## config.mk

```make
export PLATFORM = sky130hd
export DESIGN_NAME = mod_tx
export DESIGN_NICKNAME = d
export VERILOG_FILES = /design/src/rtl/mod_pkg.sv /design/src/rtl/carrier_gen.sv /design/src/rtl/mod_tx.sv
export SDC_FILE = /design/constraint.sdc
export NUM_CORES = 1
export LEC_CHECK = 0
export BUFFER_PORTS_ARGS = -buffer_cell sky130_fd_sc_hd__clkbuf_2
export CORE_ASPECT_RATIO = 1.5
export CORE_MARGIN = 10
export CORE_UTILIZATION = 52
export DETAILED_ROUTE_END_ITERATION = 12
export GPL_TIMING_DRIVEN = 0
export PLACE_DENSITY = 0.74
export SETUP_SLACK_MARGIN = 0.2
export SLEW_MARGIN = 10
export SYNTH_ARGS = -nofsm -noshare
export SYNTH_HDL_FRONTEND = slang
export SYNTH_HIERARCHICAL = 1
export SYNTH_SLANG_ARGS = --single-unit
```

## constraint.sdc

```tcl
create_clock -name clk -period 2 [get_ports clk]
set_input_delay 0.4 -clock clk [delete_from_list [all_inputs] [get_ports clk]]
set_output_delay 0.4 -clock clk [all_outputs]
set_load 0.005 [all_outputs]
```

## src/rtl/mod_pkg.sv

```systemverilog
// Shared definitions for the modulating transmitter.
//   mode_t  : 2-bit modulation select as seen on the mode input
//   state_t : transmit FSM states
//   CNT_W   : width of the carrier half-period counter
package mod_pkg;

    typedef enum logic [1:0] {
        MODE_ASK = 2'b00,
        MODE_FSK = 2'b01,
        MODE_PSK = 2'b10,
        MODE_RSV = 2'b11
    } mode_t;

    typedef enum logic [1:0] {
        ST_IDLE  = 2'd0,
        ST_ALIGN = 2'd1,
        ST_SEND  = 2'd2
    } state_t;

    localparam int CNT_W = 16;

endpackage

```

## src/rtl/carrier_gen.sv

```systemverilog
// Square-wave carrier generator.
//   clk     : system clock
//   rst     : asynchronous active-low reset, clears counter and carrier
//   clr     : synchronous clear, restarts the carrier at phase 0 (bit start)
//   use_f0  : select the F0 (lower frequency) half-period instead of F1
//   carrier : carrier output, toggles every half-period
module carrier_gen
    import mod_pkg::*;
#(
    parameter int F1_HALF = 1250,
    parameter int F0_HALF = 2500
) (
    input  logic clk,
    input  logic rst,
    input  logic clr,
    input  logic use_f0,
    output logic carrier
);

    localparam logic [CNT_W-1:0] F1_LAST = CNT_W'(F1_HALF - 1);
    localparam logic [CNT_W-1:0] F0_LAST = CNT_W'(F0_HALF - 1);

    logic [CNT_W-1:0] cnt_reg;
    logic [CNT_W-1:0] half_last;
    logic             carrier_reg;

    assign half_last = use_f0 ? F0_LAST : F1_LAST;

    // ">=" rather than "==" so a half-period switch mid-count can never
    // let the counter run past its terminal value and wrap through 2^16.
    always_ff @(posedge clk or negedge rst) begin
        if (!rst) begin
            cnt_reg     <= '0;
            carrier_reg <= 1'b0;
        end else if (clr) begin
            cnt_reg     <= '0;
            carrier_reg <= 1'b0;
        end else if (cnt_reg >= half_last) begin
            cnt_reg     <= '0;
            carrier_reg <= ~carrier_reg;
        end else begin
            cnt_reg <= cnt_reg + CNT_W'(1);
        end
    end

    assign carrier = carrier_reg;

endmodule

```

## src/rtl/mod_tx.sv

```systemverilog
// Word-serial ASK/FSK/PSK modulating transmitter.
//   clk        : system clock
//   rst        : asynchronous active-low reset
//   clk_div    : bit-rate square wave; each rising edge is one bit tick
//   mode       : modulation select (ASK, FSK, PSK, reserved)
//   data       : word to transmit, MSB first
//   data_valid : data/mode valid
//   data_ready : word accepted on a cycle where data_valid and data_ready
//   busy       : word in flight (waiting for alignment or sending)
//   bit_out    : bit currently being transmitted (0 when not sending)
//   mod_out    : modulated carrier output (0 when not sending)
module mod_tx
    import mod_pkg::*;
#(
    parameter int DATA_W  = 8,
    parameter int F1_HALF = 1250,
    parameter int F0_HALF = 2500
) (
    input  logic              clk,
    input  logic              rst,
    input  logic              clk_div,
    input  logic [1:0]        mode,
    input  logic [DATA_W-1:0] data,
    input  logic              data_valid,
    output logic              data_ready,
    output logic              busy,
    output logic              bit_out,
    output logic              mod_out
);

    localparam int                   BIT_CNT_W = (DATA_W > 1) ? $clog2(DATA_W) : 1;
    localparam logic [BIT_CNT_W-1:0] LAST_BIT  = BIT_CNT_W'(DATA_W - 1);

    state_t                state_reg;
    state_t                state_next;
    mode_t                 mode_q;
    logic                  clk_div_q;
    logic                  tick;
    logic [DATA_W-1:0]     shift_reg;
    logic [BIT_CNT_W-1:0]  bit_cnt_reg;
    logic                  bit_reg;
    logic                  ready_reg;
    logic                  accept;
    logic                  load_first;
    logic                  advance;
    logic                  finish;
    logic                  carrier;
    logic                  carrier_clr;
    logic                  use_f0;

    assign tick   = clk_div & ~clk_div_q;
    assign accept = (state_reg == ST_IDLE) & data_valid & ready_reg;

    // Next-state logic. A tick seen in IDLE is ignored, so a word accepted
    // on a tick cycle waits in ALIGN for the following tick.
    always_comb begin
        state_next = state_reg;
        load_first = 1'b0;
        advance    = 1'b0;
        finish     = 1'b0;
        case (state_reg)
            ST_IDLE: begin
                if (accept) begin
                    state_next = ST_ALIGN;
                end
            end
            ST_ALIGN: begin
                if (tick) begin
                    state_next = ST_SEND;
                    load_first = 1'b1;
                end
            end
            ST_SEND: begin
                if (tick) begin
                    if (bit_cnt_reg == LAST_BIT) begin
                        state_next = ST_IDLE;
                        finish     = 1'b1;
                    end else begin
                        advance = 1'b1;
                    end
                end
            end
            default: state_next = ST_IDLE;
        endcase
    end

    // data_ready is registered so it stays low throughout reset and rises
    // on the first clock edge after release.
    always_ff @(posedge clk or negedge rst) begin
        if (!rst) begin
            state_reg <= ST_IDLE;
            clk_div_q <= 1'b0;
            ready_reg <= 1'b0;
        end else begin
            state_reg <= state_next;
            clk_div_q <= clk_div;
            ready_reg <= (state_next == ST_IDLE);
        end
    end

    // Shift register holds the not-yet-sent bits left-justified; the MSB
    // is moved into bit_reg at each bit start.
    always_ff @(posedge clk or negedge rst) begin
        if (!rst) begin
            shift_reg   <= '0;
            mode_q      <= MODE_ASK;
            bit_cnt_reg <= '0;
            bit_reg     <= 1'b0;
        end else begin
            if (accept) begin
                shift_reg <= data;
                mode_q    <= mode_t'(mode);
            end
            if (load_first || advance) begin
                bit_reg     <= shift_reg[DATA_W-1];
                shift_reg   <= shift_reg << 1;
                bit_cnt_reg <= load_first ? '0 : bit_cnt_reg + BIT_CNT_W'(1);
            end
            if (finish) begin
                bit_reg     <= 1'b0;
                bit_cnt_reg <= '0;
            end
        end
    end

    // Restart the carrier at phase 0 on every tick that begins a bit.
    assign carrier_clr = tick & (state_reg != ST_IDLE);
    assign use_f0      = (mode_q == MODE_FSK) & ~bit_reg;

    carrier_gen #(
        .F1_HALF (F1_HALF),
        .F0_HALF (F0_HALF)
    ) u_carrier_gen (
        .clk     (clk),
        .rst     (rst),
        .clr     (carrier_clr),
        .use_f0  (use_f0),
        .carrier (carrier)
    );

    always_comb begin
        mod_out = 1'b0;
        if (state_reg == ST_SEND) begin
            case (mode_q)
                MODE_ASK: mod_out = carrier & bit_reg;
                MODE_FSK: mod_out = carrier;
                MODE_PSK: mod_out = carrier ^ ~bit_reg;
                default:  mod_out = 1'b0;
            endcase
        end
    end

    assign data_ready = ready_reg;
    assign busy       = (state_reg != ST_IDLE);
    assign bit_out    = bit_reg;

endmodule

```

==> impl_metrics.env <==
export IMPL_row_count=26
export IMPL_worstRegToRegCells=7
export IMPL_fin_tns_setup_ns=0
export IMPL_critPathKind="reg -> reg"
export IMPL_synth_flop_cell="dfrtp_1"
export IMPL_leakage_nw=1.05
export IMPL_dieHeight_um=92.6
export IMPL_clkTransAtPathRegs_ns=0.07
export IMPL_p_total_mw=2.69
export IMPL_ir_drop_mv=0.887
export IMPL_yosysMostFrequentCell="dfrtp_1"
export IMPL_period_needed_ns=1.97
export IMPL_fin_nets=214
export IMPL_powerDensity_nw_per_um2=1190
export IMPL_drv_slew=0
export IMPL_die_w_um=68.4
export IMPL_clock_sinks=35
export IMPL_die_area_sq_um=6340
export IMPL_cts_tree="built"
export IMPL_htree_levels=2
export IMPL_timing_rr_start="bit_out"
export IMPL_grt_pass1_vias=1427
export IMPL_cts_buffer_depth=2
export IMPL_synth_edf_count=0
export IMPL_vias=1286
export IMPL_syn_avg_cell_area_sq_um=12.1
export IMPL_worst_pin_slew_ns=0.839
export IMPL_setup_slack_ns=0.0321
export IMPL_synth_area_leaders="dfrtp_1, mux2_2, ha_1, mux2_1, xor2_1"
export IMPL_hold_violations=0
export IMPL_layout_drive_gt1_share_pct=38.2
export IMPL_skew_ns=0.00407
export IMPL_syn_instance_count=151
export IMPL_insertion_delay_ns=0.29
export IMPL_fin_area_sq_um=2260
export IMPL_ys_top_cells_by_count="dfrtp_1, nor2_1, mux2_2, ha_1, xor2_1"
export IMPL_grt_overflow=0
export IMPL_dp_slack_ns=-0.0801
export IMPL_synth_top_cell_area_share_pct=47.9
export IMPL_grt_max_degree=36
export IMPL_max_slew_margin_pct=44.0
export IMPL_largest_register_ffs=16
export IMPL_setup_viol=0
export IMPL_drc=0
export IMPL_ys_ff_latch=35
export IMPL_drtIter0Drc=31
export IMPL_stdcell_count=233
export IMPL_hpwl_mm=2.68
export IMPL_n_antenna_cell=0
export IMPL_hold_ws_ns=0.202
export IMPL_ys_seq_area_share_pct=47.9
export IMPL_required_ns=2.17
export IMPL_cp_arrival_ns=2.14
export IMPL_outcome="complete, no violations"
export IMPL_reg2reg_slack_ns=0.03
export IMPL_wire_per_inst_um=16.2
export IMPL_core_sq_um=3380
export IMPL_placed_cell_area_sq_um=1980
export IMPL_portBuffers=17
export IMPL_r2r_end="u_carrier_gen/carrier"
export IMPL_crit_fanout=3
export IMPL_syn_to_final_growth_pct=23.5
export IMPL_fin_util_pct=66.8
export IMPL_drtAntennaViolNets=0
export IMPL_grt_pass1_wl_mm=6.28
export IMPL_fin_crit_sh_pct=98.4
export IMPL_fmax_ghz=0.508
export IMPL_cts_made_buffers=5
export IMPL_antenna_found_initial=0
export IMPL_yosysUniqueCellTypes=41
export IMPL_pin_count=18
export IMPL_cp_end_kind="flip-flop"
export IMPL_hold_path_class="in -> async"
export IMPL_grt_total_usage_pct=12.8
export IMPL_cts_root_buf="clkbuf_8"
export IMPL_viasPerCell=5.52
export IMPL_totalWireLength_mm=3.78
export IMPL_gp_congestion=0.812
export IMPL_initial_core_util_pct=54.0
export IMPL_drv_cap=0
export IMPL_synthesis_area_sq_um=1830
export IMPL_first_pass_iters=4
export IMPL_synth_async_reset_ratio_pct=100
export IMPL_synth_top_area_cell="dfrtp_1"
export IMPL_rsz0062_at_grt="yes"
export IMPL_dpl_cell_count=212
export IMPL_crit_path_start_kind="flip-flop"
export IMPL_yosysWarnings=6
area by class of cell:
cell class                      count  area (sq um)
Timing Repair Buffer               31           194
Fill cell                         255          1120
Inverter                            3          11.3
Clock inverter                      1          30.0
Clock buffer                        6          72.6
Multi-Input combinational cell    110           975
Sequential cell                    35           877
Buffer                              5          46.3
Tap cell                           42          52.6
power by group:
group          internal (mW)  leakage [nW]  switching, mW
Clock                  0.365        0.0513          0.248
Combinational          0.618         0.556          0.432
Sequential             0.893         0.446          0.132
Total                   1.88          1.05          0.812
worst max-delay path: stages (launching register included):
cell and delay (ns):
dfrtp_2 0.44, nor3b_4 0.21, inv_2 0.09, ha_1 0.28, nand4b_1 0.10, a211o_2 0.30, nand4_4 0.12, mux2_4 0.31
cell usage in the layout, fill, tap and decap left out, drive strengths merged, types with 2 or more instances in the layout:
cell    instances
ha              9
mux2           20
a22o            6
xor2            9
inv             3
nand3           4
o21ai           2
a21oi           2
and3            2
a31oi           2
a21o            2
nor2           17
nand4b          2
nor2b           2
nand4           4
clkbuf         23
buf            19
and2            2
nor3b           2
dfrtp          35
nand2           4
nand2b          3
and4            2
conb            3
logic make-up (layout without fill, tap and decap cells):
family / count (synthesis) / count (layout) / share of synthesized area, %
compound gates: 18 / 18 / 8.08
simple gates: 49 / 49 / 16.6
xor+xnor: 10 / 10 / 4.79
mux: 21 / 21 / 13.1
other cells: 1 / 3 / 0.205
fa+ha+maj: 9 / 9 / 6.16
flops: 35 / 35 / 47.9
buf+inv: 8 / 46 / 3.15
worst max-delay path by stage:
stage / start / endpoint / slack [ns]
finish: bit_out / u_carrier_gen/carrier / 0.03
global route: bit_out / u_carrier_gen/carrier / -0.09
CTS: bit_out / u_carrier_gen/carrier / 0.04
detailed placement: bit_out / u_carrier_gen/carrier / -0.08
global placement: bit_out / u_carrier_gen/carrier / -0.07
floorplan: bit_out / u_carrier_gen/carrier / 0.06
timing repair:
| item | CTS | global route |
|---|---|---|
| setup buffers | 7 | 7 |
| hold buffers | 0 | 0 |
| gates resized for setup | 8 | 5 |
| endpoints found under the setup margin | 18 | 18 |
| pin swaps | 3 | 2 |
routing by layer:
| metal | share of wire [%] | vias to the layer above | global-route usage, % |
|---|---|---|---|
| li1 | - | 616 | - |
| met1 | 37 | 620 | 12.5 |
| met2 | 55 | 38 | 22.8 |
| met3 | 4.5 | 12 | 4.58 |
| met4 | 3.0 | 0 | 5.72 |
| met5 | 0 | - | 0 |
Power figures use the tool's default switching activity.
